### src/rtl/mbist_scheduler_if.sv
// Scheduler-to-engine bus: launch configuration out, run status back.
interface mbist_scheduler_if #(
  parameter int unsigned ADDR_WIDTH = 16
) ();
  logic                  test_mode;
  logic [2:0]            operation;
  logic [2:0]            memory_sel;
  logic [4:0]            memtype;
  logic [ADDR_WIDTH-1:0] allowable_faulty;
  logic                  error_exceed_ignore;
  logic                  error;
  logic                  force_terminate;
  logic                  complete;

  // Scheduler side
  modport master (
    output test_mode, operation, memory_sel, memtype, allowable_faulty, error_exceed_ignore,
    input  error, force_terminate, complete
  );

  // Engine side
  modport slave (
    input  test_mode, operation, memory_sel, memtype, allowable_faulty, error_exceed_ignore,
    output error, force_terminate, complete
  );
endinterface

### src/rtl/mbist_scheduler.sv
// MBIST session sequencer: walks enabled memories, launches the engine on each one,
// and collects per-memory pass/fail/timeout/errored status plus an error count.
module mbist_scheduler #(
  parameter int unsigned NUM_MEM    = 8,
  parameter int unsigned ADDR_WIDTH = 16,
  parameter int unsigned CFG_CYCLES = 4,
  parameter int unsigned TO_WIDTH   = 32
) (
  input  logic                    clk,
  input  logic                    rst,
  input  logic                    start,
  input  logic                    abort,
  input  logic [NUM_MEM-1:0]      mem_enable,
  input  logic [2:0]              algo_sel,
  input  logic [5*NUM_MEM-1:0]    memtype_cfg,
  input  logic [ADDR_WIDTH-1:0]   allowable_faulty_cfg,
  input  logic                    ignore_cfg,
  input  logic [TO_WIDTH-1:0]     timeout_cycles,
  mbist_scheduler_if.master       eng,
  output logic                    busy,
  output logic                    done,
  output logic                    aborted,
  output logic [2:0]              cur_mem,
  output logic [NUM_MEM-1:0]      pass_mask,
  output logic [NUM_MEM-1:0]      fail_mask,
  output logic [NUM_MEM-1:0]      timeout_mask,
  output logic [NUM_MEM-1:0]      errored_mask,
  output logic [15:0]             err_count
);

  localparam int unsigned CntW = (CFG_CYCLES > 1) ? $clog2(CFG_CYCLES) : 1;

  typedef enum logic [2:0] {StIdle, StSelect, StConfig, StRun, StDone} state_e;

  state_e                 state_q, state_d;
  logic [NUM_MEM-1:0]     remaining_q, remaining_d;
  logic [2:0]             algo_q, algo_d;
  logic [5*NUM_MEM-1:0]   memtype_cfg_q, memtype_cfg_d;
  logic [ADDR_WIDTH-1:0]  af_cfg_q, af_cfg_d;
  logic                   ign_cfg_q, ign_cfg_d;
  logic [TO_WIDTH-1:0]    to_q, to_d;
  logic [CntW-1:0]        cfg_cnt_q, cfg_cnt_d;
  logic [TO_WIDTH-1:0]    wd_q, wd_d;
  logic                   err_prev_q, err_prev_d;

  logic                   test_mode_q, test_mode_d;
  logic [2:0]             operation_q, operation_d;
  logic [2:0]             cur_mem_q, cur_mem_d;
  logic [4:0]             memtype_q, memtype_d;
  logic [ADDR_WIDTH-1:0]  af_q, af_d;
  logic                   eei_q, eei_d;
  logic                   busy_q, busy_d;
  logic                   done_q, done_d;
  logic                   aborted_q, aborted_d;
  logic [NUM_MEM-1:0]     pass_q, pass_d, fail_q, fail_d, tmo_q, tmo_d, errd_q, errd_d;
  logic [15:0]            err_count_q, err_count_d;

  logic                   sel_found;
  logic [2:0]             sel_idx;
  logic                   abort_hit, ev_to, run_exit, err_rise;

  // Lowest set bit of the remaining-memory mask
  always_comb begin
    sel_found = 1'b0;
    sel_idx   = '0;
    for (int i = int'(NUM_MEM) - 1; i >= 0; i--) begin
      if (remaining_q[i]) begin
        sel_found = 1'b1;
        sel_idx   = 3'(i);
      end
    end
  end

  assign abort_hit = abort && (state_q inside {StSelect, StConfig, StRun});
  // Watchdog fires on the RUN cycle whose 1-based index equals timeout
  assign ev_to     = (to_q != '0) && (wd_q == to_q - TO_WIDTH'(1));
  assign run_exit  = eng.force_terminate || eng.complete || ev_to;
  assign err_rise  = eng.error && !err_prev_q;

  // State register
  always_ff @(posedge clk) begin
    if (rst) state_q <= StIdle;
    else     state_q <= state_d;
  end

  // Next-state logic; abort outranks every engine event
  always_comb begin
    state_d = state_q;
    unique case (state_q)
      StIdle:   if (start) state_d = StSelect;
      StSelect: state_d = (abort || !sel_found) ? StDone : StConfig;
      StConfig: begin
        if (abort)                                     state_d = StDone;
        else if (cfg_cnt_q == CntW'(CFG_CYCLES - 1))   state_d = StRun;
      end
      StRun: begin
        if (abort)         state_d = StDone;
        else if (run_exit) state_d = StSelect;
      end
      StDone:   state_d = StIdle;
      default:  state_d = StIdle;
    endcase
  end

  // Output and datapath next-state; every output is a flop fed from here
  always_comb begin
    remaining_d   = remaining_q;
    algo_d        = algo_q;
    memtype_cfg_d = memtype_cfg_q;
    af_cfg_d      = af_cfg_q;
    ign_cfg_d     = ign_cfg_q;
    to_d          = to_q;
    operation_d   = operation_q;
    cur_mem_d     = cur_mem_q;
    memtype_d     = memtype_q;
    af_d          = af_q;
    eei_d         = eei_q;
    aborted_d     = aborted_q;
    pass_d        = pass_q;
    fail_d        = fail_q;
    tmo_d         = tmo_q;
    errd_d        = errd_q;
    err_count_d   = err_count_q;
    err_prev_d    = eng.error;
    cfg_cnt_d     = (state_q == StConfig) ? cfg_cnt_q + CntW'(1) : '0;
    wd_d          = (state_q == StRun) ? wd_q + TO_WIDTH'(1) : '0;
    test_mode_d   = (state_d == StConfig);
    busy_d        = (state_d != StIdle);
    done_d        = (state_d == StDone);

    unique case (state_q)
      StIdle: begin
        if (start) begin
          remaining_d   = mem_enable;
          algo_d        = algo_sel;
          memtype_cfg_d = memtype_cfg;
          af_cfg_d      = allowable_faulty_cfg;
          ign_cfg_d     = ignore_cfg;
          to_d          = timeout_cycles;
          pass_d        = '0;
          fail_d        = '0;
          tmo_d         = '0;
          errd_d        = '0;
          err_count_d   = '0;
          aborted_d     = 1'b0;
        end
      end
      StSelect: begin
        if (!abort && sel_found) begin
          remaining_d[sel_idx] = 1'b0;
          cur_mem_d            = sel_idx;
          operation_d          = algo_q;
          memtype_d            = memtype_cfg_q[5*sel_idx +: 5];
          af_d                 = af_cfg_q;
          eei_d                = ign_cfg_q;
        end
      end
      StRun: begin
        if (!abort) begin
          if (eng.force_terminate)  fail_d[cur_mem_q] = 1'b1;
          else if (eng.complete)    pass_d[cur_mem_q] = 1'b1;
          else if (ev_to)           tmo_d[cur_mem_q]  = 1'b1;
        end
      end
      default: ;
    endcase

    if ((state_q == StConfig || state_q == StRun) && err_rise) begin
      if (err_count_q != 16'hFFFF) err_count_d = err_count_q + 16'd1;
      errd_d[cur_mem_q] = 1'b1;
    end

    if (abort_hit) aborted_d = 1'b1;
  end

  // Datapath and output registers
  always_ff @(posedge clk) begin
    if (rst) begin
      remaining_q   <= '0;
      algo_q        <= '0;
      memtype_cfg_q <= '0;
      af_cfg_q      <= '0;
      ign_cfg_q     <= 1'b0;
      to_q          <= '0;
      cfg_cnt_q     <= '0;
      wd_q          <= '0;
      err_prev_q    <= 1'b0;
      test_mode_q   <= 1'b0;
      operation_q   <= '0;
      cur_mem_q     <= '0;
      memtype_q     <= '0;
      af_q          <= '0;
      eei_q         <= 1'b0;
      busy_q        <= 1'b0;
      done_q        <= 1'b0;
      aborted_q     <= 1'b0;
      pass_q        <= '0;
      fail_q        <= '0;
      tmo_q         <= '0;
      errd_q        <= '0;
      err_count_q   <= '0;
    end else begin
      remaining_q   <= remaining_d;
      algo_q        <= algo_d;
      memtype_cfg_q <= memtype_cfg_d;
      af_cfg_q      <= af_cfg_d;
      ign_cfg_q     <= ign_cfg_d;
      to_q          <= to_d;
      cfg_cnt_q     <= cfg_cnt_d;
      wd_q          <= wd_d;
      err_prev_q    <= err_prev_d;
      test_mode_q   <= test_mode_d;
      operation_q   <= operation_d;
      cur_mem_q     <= cur_mem_d;
      memtype_q     <= memtype_d;
      af_q          <= af_d;
      eei_q         <= eei_d;
      busy_q        <= busy_d;
      done_q        <= done_d;
      aborted_q     <= aborted_d;
      pass_q        <= pass_d;
      fail_q        <= fail_d;
      tmo_q         <= tmo_d;
      errd_q        <= errd_d;
      err_count_q   <= err_count_d;
    end
  end

  assign eng.test_mode           = test_mode_q;
  assign eng.operation           = operation_q;
  assign eng.memory_sel          = cur_mem_q;
  assign eng.memtype             = memtype_q;
  assign eng.allowable_faulty    = af_q;
  assign eng.error_exceed_ignore = eei_q;
  assign busy                    = busy_q;
  assign done                    = done_q;
  assign aborted                 = aborted_q;
  assign cur_mem                 = cur_mem_q;
  assign pass_mask               = pass_q;
  assign fail_mask               = fail_q;
  assign timeout_mask            = tmo_q;
  assign errored_mask            = errd_q;
  assign err_count               = err_count_q;

endmodule

### src/flat_wrapper.sv
// flat-port wrapper written by rule: the top's interface ports become plain ports
module mbist_scheduler_flat 
#(
  parameter int unsigned NUM_MEM    = 8,
  parameter int unsigned ADDR_WIDTH = 16,
  parameter int unsigned CFG_CYCLES = 4,
  parameter int unsigned TO_WIDTH   = 32
)
  (clk, rst, start, abort, mem_enable, algo_sel, memtype_cfg, allowable_faulty_cfg, ignore_cfg, timeout_cycles, busy, done, aborted, cur_mem, pass_mask, fail_mask, timeout_mask, errored_mask, err_count, eng_test_mode, eng_operation, eng_memory_sel, eng_memtype, eng_allowable_faulty, eng_error_exceed_ignore, eng_error, eng_force_terminate, eng_complete);
  mbist_scheduler_if #(.ADDR_WIDTH(ADDR_WIDTH)) eng_i ();
  input  logic clk;
  input  logic rst;
  input  logic start;
  input  logic abort;
  input  logic [NUM_MEM-1:0] mem_enable;
  input  logic [2:0] algo_sel;
  input  logic [5*NUM_MEM-1:0] memtype_cfg;
  input  logic [ADDR_WIDTH-1:0] allowable_faulty_cfg;
  input  logic ignore_cfg;
  input  logic [TO_WIDTH-1:0] timeout_cycles;
  output logic busy;
  output logic done;
  output logic aborted;
  output logic [2:0] cur_mem;
  output logic [NUM_MEM-1:0] pass_mask;
  output logic [NUM_MEM-1:0] fail_mask;
  output logic [NUM_MEM-1:0] timeout_mask;
  output logic [NUM_MEM-1:0] errored_mask;
  output logic [15:0] err_count;
  output wire logic [$bits(eng_i.test_mode)-1:0] eng_test_mode;
  output wire logic [$bits(eng_i.operation)-1:0] eng_operation;
  output wire logic [$bits(eng_i.memory_sel)-1:0] eng_memory_sel;
  output wire logic [$bits(eng_i.memtype)-1:0] eng_memtype;
  output wire logic [$bits(eng_i.allowable_faulty)-1:0] eng_allowable_faulty;
  output wire logic [$bits(eng_i.error_exceed_ignore)-1:0] eng_error_exceed_ignore;
  input wire logic [$bits(eng_i.error)-1:0] eng_error;
  input wire logic [$bits(eng_i.force_terminate)-1:0] eng_force_terminate;
  input wire logic [$bits(eng_i.complete)-1:0] eng_complete;
  assign eng_test_mode = eng_i.test_mode;
  assign eng_operation = eng_i.operation;
  assign eng_memory_sel = eng_i.memory_sel;
  assign eng_memtype = eng_i.memtype;
  assign eng_allowable_faulty = eng_i.allowable_faulty;
  assign eng_error_exceed_ignore = eng_i.error_exceed_ignore;
  assign eng_i.error = eng_error;
  assign eng_i.force_terminate = eng_force_terminate;
  assign eng_i.complete = eng_complete;
  mbist_scheduler #(.NUM_MEM(NUM_MEM), .ADDR_WIDTH(ADDR_WIDTH), .CFG_CYCLES(CFG_CYCLES), .TO_WIDTH(TO_WIDTH)) u_core (.clk(clk), .rst(rst), .start(start), .abort(abort), .mem_enable(mem_enable), .algo_sel(algo_sel), .memtype_cfg(memtype_cfg), .allowable_faulty_cfg(allowable_faulty_cfg), .ignore_cfg(ignore_cfg), .timeout_cycles(timeout_cycles), .eng(eng_i), .busy(busy), .done(done), .aborted(aborted), .cur_mem(cur_mem), .pass_mask(pass_mask), .fail_mask(fail_mask), .timeout_mask(timeout_mask), .errored_mask(errored_mask), .err_count(err_count));
endmodule
### config.mk
export PLATFORM = sky130hd
export DESIGN_NAME = mbist_scheduler_flat
export DESIGN_NICKNAME = d
export VERILOG_FILES = /design/src/rtl/mbist_scheduler_if.sv /design/src/rtl/mbist_scheduler.sv /design/src/flat_wrapper.sv
export SDC_FILE = /design/constraint.sdc
export NUM_CORES = 1
export LEC_CHECK = 0
export ABC_AREA = 1
export ABC_CLOCK_PERIOD_IN_PS = 2200
export BUFFER_PORTS_ARGS = -buffer_cell sky130_fd_sc_hd__buf_2
export CORE_AREA = 2 2 146 148
export CTS_BUF_LIST = sky130_fd_sc_hd__clkbuf_4 sky130_fd_sc_hd__clkbuf_8 sky130_fd_sc_hd__clkbuf_16
export DETAILED_ROUTE_END_ITERATION = 12
export DIE_AREA = 0 0 148 150
export HOLD_SLACK_MARGIN = 0.02
export PLACE_DENSITY = 0.7
export SETUP_SLACK_MARGIN = 0.2
export SYNTH_ARGS = -nofsm -noshare
export SYNTH_HDL_FRONTEND = slang
export SYNTH_SLANG_ARGS = --single-unit
### constraint.sdc
create_clock -name clk -period 2.2 [get_ports clk]
set_input_delay 0.22 -clock clk [delete_from_list [all_inputs] [get_ports clk]]
set_output_delay 0.22 -clock clk [all_outputs]
set_load 0.01 [all_outputs]
==> reports/results.env, run 1 <==
SEQ_POWER_SHARE=0.330
TIMING.REG2REG.SETUP_SLACK_NS=-0.06
ROUTED-WL-MET3_UM=1970
FIRST_ITER_VIOLATIONS=763
CTS.REPORTEDPATHS.CLKPINSLEW_NS=0.06
FINAL_HOLD_VIOL_COUNT=0
CP_MAX_FO=8
FAILED_CHECKS='setup timing'
WORST_PATH_CELL_TRACE='inv_4 > ha_4 > nand3_4 > nor2_4 > buf_4 > nand2_2 > nor2_1 > nand2_1 > nand3_1 > nand2_1 > nor2_1 > nand2_1 > nor2_4 > nand3_2 > nand2_4 > nand3_2 > a21oi_2'
DRV_CAP=0
YOSYSWARNINGS=0
SYNTH.NET_COUNT=1607
HP-CLASS='input port to register'
POSTLAYOUTSETUPSLACKWORST_NS=-0.0601
GLOBAL_ROUTE_USAGE_SUM=0.294
STATUS='finished, violations left'
SYNTH_EDF_COUNT=0
DRIVE_ABOVE_1_SHARE=0.301
POWERDENSITY_nW_PER_UM2=1020
ROUTEDLENGTHMET1_UM=14200
FINALCRITICALPERIOD_NS=2.26
WL_MET2_UM=17500
WORSTHOLDSTART='timeout_cycles[24]'
HOLD_PATH_DEPTH=3
HPWL_REPORTED_AT_THE_END_OF_DETAILED_PLACEMENT_UM=22700
TIMING.CRITICAL_PATH.FROM_TYPE='register'
CTS-BUFFERS-INSERTED=25
WORSTREG2REGEND='u_core.timeout_mask[4]'
ANTENNA_FOUND_INITIAL=0
DETAIL_ROUTE.WL_PER_CELL_UM=15.8
PATH_BUF_INV=2
CRIT_PATH_FREQUENT_CELL='nand2_1'
VIASPERCELL=5.18
AREAGROWTHSYNTHTOFINISH_PCT=48.1
CLOCK_TREE.HTREE_LEVEL_COUNT=1
STDCELL_AREA_SQ_UM=15100
PLACEMENTROWS=53
SLEW_AT_THE_PIN_CLOSEST_TO_ITS_MAX_SLEW_LIMIT_NS=0.842
FLOORPLAN.INITIALDENSITY=0.493
P_INT_mW=9.74
MAXCLOCKFREQUENCY_GHz=0.442
RELSLEWSLACK=0.438
CRITICAL-PATH-SLOWEST-CELL='dfxtp_2'
POST_SYNTH_MOST_FREQUENT_CELLS='nor2_1, nand2_1, dfxtp_1'
DIE_AREA_SQ_UM=22200
ARRIVAL_NS=2.72
CRITPATHKIND='register to register'
WIRELENGTH_UM=34800
WORST_HOLD_PATH.ENDPOINT='u_core.to_q[24]'
GP_ROUTABILITY_CONGESTION=0.935
NETLIST.AREA_LEADER.SHARE=0.428
DETAIL_ROUTE.DRC_VIOLATIONS=0
CHIP_HEIGHT_UM=150
TRITONCTS_NUM_SINKS=218
COMBPWRFRAC=0.387
LEAKAGE_nW=6.75
REGTOREGSTARTPOINT='u_core.to_q[0]'
POWER_FRAC_CLOCK=0.283
WORSTREGTOREGCELLS=17
DRTANTENNAVIOLNETS=0
HOLD_SLACK_NS=0.00986
YOSYSTOPAREACELL='dfxtp_1'
TIMING.CLOCK.SKEW_NS=0.0107
POSTSYNTHCELLCOUNT=1495
DIE_WIDTH_UM=148
COUNT_OF_INPUT_AND_OUTPUT_BUFFERS=189
SYNTHARSTFLOPSHARE=0
CELL_FAMILY_CONTRIBUTING_THE_MOST_DELAY_ON_THE_CRITICAL_PATH='simple AND/OR/NAND/NOR gates'
PLACE_AREA_SQ_UM=12200
SYNTH.LIB_CELLS_USED.DISTINCT=46
SYNTH.AREA.TOP_CELLS='dfxtp_1, nor2_1, nand2_1'
VIAS_IN_THE_FIRST_GLOBAL_ROUTE=10819
CRITPATHMAXSTAGEDELAY_NS=0.33
YOSYS.CELL_COUNT.TOP_TYPE='nor2_1'
DR.MAX_LAYER_USED='met4'
TRITONCTS='built'
UNREPAIRED_SETUP_ENDPOINTS_AFTER_GLOBAL_ROUTING='yes'
SWITCHING_SHARE=0.369
POST-PLACE-WS_NS=-0.276
NETS=2021
YOSYSSEQAREASHARE=0.428
IR_DROP_uV=902
IOS=190
GLOBALROUTEOVERFLOWTOTAL=0
CLK_ROOT_BUFFER_CELL='clkbuf_16'
DIODES=0
CTS_MAX_PATH_BUFFERS=3
FP.COREAREA_SQ_UM=20700
POST_SYNTHESIS_AREA_PER_INSTANCE_SQ_UM=6.83
PIN_COUNT_OF_THE_BIGGEST_NET_ENTERING_GLOBAL_ROUTING=63
FINAL_MAX_SLEW_VIOL_COUNT=0
WORSTPATHREQUIRED_NS=2.66
GRT_PASS1_WL_UM=53300
P_SW_mW=5.71
SETUP_VIOLS_FINAL=10
DETAIL_ROUTE.FIRST_PASS.ITERATIONS=7
FINAL.PERIOD_UTILIZATION=1.03
CP-STARTPOINT='u_core.to_q[0]'
SYNTH.FF_LATCH_COUNT=218
ROUTE.VIAS.TOTAL=11409
YS_DOMINANT_REG_CELL='dfxtp_1'
CRITICAL_PATH.ENDPOINT_TYPE='register'
SYNTH.CELL_AREA_SQ_UM=10200
CLK-INSERTION-DELAY-LATE_NS=0.53
-- how the worst max path moves through the flow --
stage / cells past startpoint / end
floorplan: 16 / u_core.timeout_mask[6]
global placement: 14 / u_core.timeout_mask[6]
detailed placement: 14 / u_core.timeout_mask[5]
CTS: 17 / u_core.busy
global route: 15 / u_core.busy
finish: 17 / u_core.timeout_mask[4]
-- timing repair --
action,CTS,global route
pin swaps,27,65
cloned,1,2
hold buffers,97,1
resized for setup,70,147
endpoints found under the hold margin,98,1
buffers inserted,17,27
endpoints found under the setup margin,156,190
-- kinds of logic after synthesis --
family,after synthesis,synth area share
compound gates,313,0.159
xor+xnor,33,0.0310
fa+ha+maj,5,0.00613
buf+inv,226,0.0867
flops,218,0.428
simple gates,700,0.289
-- registers in the layout (all words and copies together) (netlist names), 16 cells and up --
name / count
u_core.memtype_cfg_q: 40
u_core.err_count: 16
u_core.af_cfg_q: 16
u_core.eng.allowable_faulty: 16
u_core.wd_q: 32
u_core.to_q: 32
-- placed cells by master (no fill, tap or decap), types with 21 or more instances in the layout --
cell type	n
inv_1	139
buf_2	189
buf_4	136
o21ai_1	24
o21ai_0	139
clkbuf_16	26
a21oi_1	112
nor2_4	21
nand3_1	45
nand2_2	22
nor2_1	246
dlygate4sd3_1	98
dfxtp_1	200
nand2_1	240
nor2_2	35
-- layer usage --
| metal | vias up | GRT usage |
|---|---|---|
| met3 | 71 | 0.0457 |
| met1 | 5322 | 0.362 |
| li1 | 5627 | - |
| met5 | - | 0 |
| met4 | 0 | 0.106 |
| met2 | 389 | 0.522 |
-- stage by stage --
stage	setup TNS (ns)	util	power, mW	std cells
finish	-0.395	0.730	15.4	2203
global route	-3.04	0.730	16.3	2203
CTS	-0.278	0.697	14.8	2173
detailed placement	-2.47	0.588	10.0	2012
global placement	-2.90	0.588	9.96	2012
floorplan	0	-	7.98	1495
-- area by class of cell --
cell class | count | area, sq um
fillers | 1598 | 5580
inverters | 168 | 647
clock inverters | 14 | 165
repair buffers | 444 | 3290
well taps | 275 | 344
flip-flops and latches | 218 | 4400
repair inverters | 1 | 7.51
clock buffers | 32 | 709
multi-input cells | 1051 | 5560
-- power by group through the flow --
stage / clock [mW] / combinational (mW) / sequential, mW
floorplan: 0 / 2.92 / 5.05
global placement: 0 / 4.88 / 5.07
detailed placement: 0 / 4.92 / 5.08
CTS: 4.41 / 5.34 / 5.02
global route: 4.60 / 6.55 / 5.15
finish: 4.38 / 5.98 / 5.09
-- tightest hold or removal path: stages --
cell	delay, ns
buf_2	0.09
o21ai_1	0.08
a21oi_1	0.11
No activity file was read; power rests on OpenSTA's default activity.
==> run 2: changes to the inputs <==
Settings changed: BUFFER_PORTS_ARGS -buffer_cell sky130_fd_sc_hd__buf_2 to not set, DONT_BUFFER_PORTS set to 1, PLACE_DENSITY 0.7 to 0.63.
==> run 2 against run 1 <==
Net effect: the flow still finishes with violations (setup timing); global-route usage down 2.2 points; first-iteration DRC count down 23%; die area unchanged; critical path depth unchanged; register-to-register slack about the same; count of clock-buffer cells in the layout down 2; via count down 7.2%; critical endpoint is now u_core.busy; highest routed layer unchanged.
==> reports/results.env, run 2 (synthesis results as in run 1) <==
CLOCK_TREE.HTREE_LEVEL_COUNT=1
ANTENNA_FOUND_INITIAL=0
ARRIVAL_NS=2.68
WORSTREGTOREGCELLS=17
CTS_MAX_PATH_BUFFERS=3
UNREPAIRED_SETUP_ENDPOINTS_AFTER_GLOBAL_ROUTING='yes'
STATUS='finished, violations left'
CRITPATHKIND='register to register'
HPWL_REPORTED_AT_THE_END_OF_DETAILED_PLACEMENT_UM=21300
POST-PLACE-WS_NS=-0.255
TIMING.CRITICAL_PATH.FROM_TYPE='register'
FLOORPLAN.INITIALDENSITY=0.493
CTS-BUFFERS-INSERTED=24
FIRST_ITER_VIOLATIONS=589
PIN_COUNT_OF_THE_BIGGEST_NET_ENTERING_GLOBAL_ROUTING=112
P_SW_mW=5.61
RELSLEWSLACK=0.312
STDCELL_AREA_SQ_UM=14200
DETAIL_ROUTE.FIRST_PASS.ITERATIONS=5
WORSTPATHREQUIRED_NS=2.61
AREAGROWTHSYNTHTOFINISH_PCT=38.8
LARGEST_REG_BY_FF_COUNT='u_core.memtype_cfg_q'
FINAL.PERIOD_UTILIZATION=1.03
SEQ_POWER_SHARE=0.343
GLOBALROUTEOVERFLOWTOTAL=0
HOLD_SLACK_NS=0.0474
VIASPERCELL=5.30
TRITONCTS_NUM_SINKS=218
SLEW_AT_THE_PIN_CLOSEST_TO_ITS_MAX_SLEW_LIMIT_NS=1.03
DIE_WIDTH_UM=148
CTS.REPORTEDPATHS.CLKPINSLEW_NS=0.06
HP-CLASS='input port to register'
POWER_FRAC_CLOCK=0.284
DRTANTENNAVIOLNETS=0
MAXCLOCKFREQUENCY_GHz=0.440
GP_ROUTABILITY_CONGESTION=0.974
CP_MAX_FO=3
PLACEMENTROWS=53
TRITONCTS='built'
COMBPWRFRAC=0.373
DRV_CAP=0
CLK-INSERTION-DELAY-LATE_NS=0.53
IOS=190
TIMING.CLOCK.SKEW_NS=0.00922
NETS=1819
GRT_PASS1_WL_UM=49300
PLACE_AREA_SQ_UM=11000
DETAIL_ROUTE.DRC_VIOLATIONS=0
P_INT_mW=9.54
COUNT_OF_INPUT_AND_OUTPUT_BUFFERS=0
VIAS_IN_THE_FIRST_GLOBAL_ROUTE=9864
DIODES=0
FINALCRITICALPERIOD_NS=2.27
WIRELENGTH_UM=33000
SETUP_VIOLS_FINAL=11
POSTLAYOUTSETUPSLACKWORST_NS=-0.0724
IR_DROP_uV=669
CLK_ROOT_BUFFER_CELL='clkbuf_16'
FP.COREAREA_SQ_UM=20700
MOSTFREQUENTLAYOUTCELLS='nor2_1, nand2_1, dfxtp_1, o21ai_0, inv_1'
ROUTE.VIAS.TOTAL=10593
POWERDENSITY_nW_PER_UM2=1070
FILLER_CELL_COUNT=1721
LAYOUT_TOP_REGISTERS='u_core.memtype_cfg_q x40, u_core.to_q x32, u_core.wd_q x32'
CP-STARTPOINT='u_core.to_q[1]'
FINAL_MAX_SLEW_VIOL_COUNT=0
FAILED_CHECKS='setup timing'
LEAKAGE_nW=5.82
CHIP_HEIGHT_UM=150
REGTOREGSTARTPOINT='u_core.to_q[1]'
DIE_AREA_SQ_UM=22200
SWITCHING_SHARE=0.370
LAYOUT.CELLS.MOST_COMMON='nor2_1'
WORSTHOLDSTART='rst'
CRITICAL_PATH.ENDPOINT_TYPE='register'
HOLD_PATH_DEPTH=4
DRIVE_ABOVE_1_SHARE=0.215
DETAIL_ROUTE.WL_PER_CELL_UM=16.5
FINAL_HOLD_VIOL_COUNT=0
TIMING.REG2REG.SETUP_SLACK_NS=-0.07
LARGEST_REGISTER_FF_COUNT=40
GLOBAL_ROUTE_USAGE_SUM=0.272
## run 2: changes by cell type in the layout (fill, tap and decap cells not counted), moves of 6 or more
cell,previous run,this run
buf_6,11,19
buf_4,136,107
nand3_2,14,8
dlygate4sd3_1,98,105
o21ai_1,24,14
buf_2,189,0
o21ai_0,139,150
## run 2: power by group through the flow
stage,combinational [mW],sequential (mW),clock (mW)
finish,5.65,5.20,4.30
global route,6.23,5.27,4.53
CTS,4.93,5.15,4.35
detailed placement,4.47,5.19,0
global placement,4.46,5.19,0
floorplan,2.92,5.05,0
## run 2: final cells by class
type / instances / area [sq um] / share of cell area
clock inverter: 13 / 184 / 0.0130
timing repair buffer: 244 / 2370 / 0.167
clock buffer: 30 / 664 / 0.0469
inverter: 168 / 657 / 0.0464
tap: 275 / 344 / 0.0243
sequential: 218 / 4400 / 0.311
multi-input combinational: 1051 / 5540 / 0.391
## run 2: worst paths after layout
check / end
setup / recovery: u_core.busy
hold / removal: u_core.wd_q[14]
setup reg to reg: u_core.busy
hold reg to reg: u_core.cfg_cnt_q[0]
## run 2: repair_timing
action	in CTS	in global routing
pin swaps	37	60
hold endpoints to repair	115	0
resized for setup	77	134
hold buffers	105	0
setup endpoints to repair	57	167
gates cloned	1	4
setup buffers	20	29
## run 2: metal layers
| metal | share of wire | GRT usage | up-vias |
|---|---|---|---|
| li1 | - | - | 5221 |
| met1 | 0.41 | 0.336 | 4949 |
| met2 | 0.50 | 0.477 | 361 |
| met3 | 0.060 | 0.0470 | 62 |
| met4 | 0.026 | 0.0995 | 0 |
| met5 | 0 | 0 | - |
## run 2: stage by stage
stage | setup TNS (ns) | power, mW | cells | util
3_3_place_gp | -2.44 | 9.65 | 1797 | 0.534
2_1_floorplan | 0 | 7.98 | 1495 | -
4_1_cts | -0.103 | 14.4 | 1966 | 0.647
6_report | -0.417 | 15.1 | 1999 | 0.685
5_1_grt | -2.22 | 16.0 | 1999 | 0.685
3_5_place_dp | -2.34 | 9.66 | 1797 | 0.534
## run 2: critical path, stage by stage, from the launching register on
cell and delay [ns]:
dfxtp_2 0.34, inv_2 0.06, buf_6 0.12, ha_4 0.25
xor2_1 0.13, nand2_1 0.07, nor2_1 0.12, nand2_1 0.07
nor2_1 0.11, nand2_1 0.09, nor2_1 0.11, nand3_1 0.11
nor2_4 0.13, nand2_2 0.08, nand3b_1 0.14, nand3_1 0.11
nand2_1 0.07, nand2_1 0.06
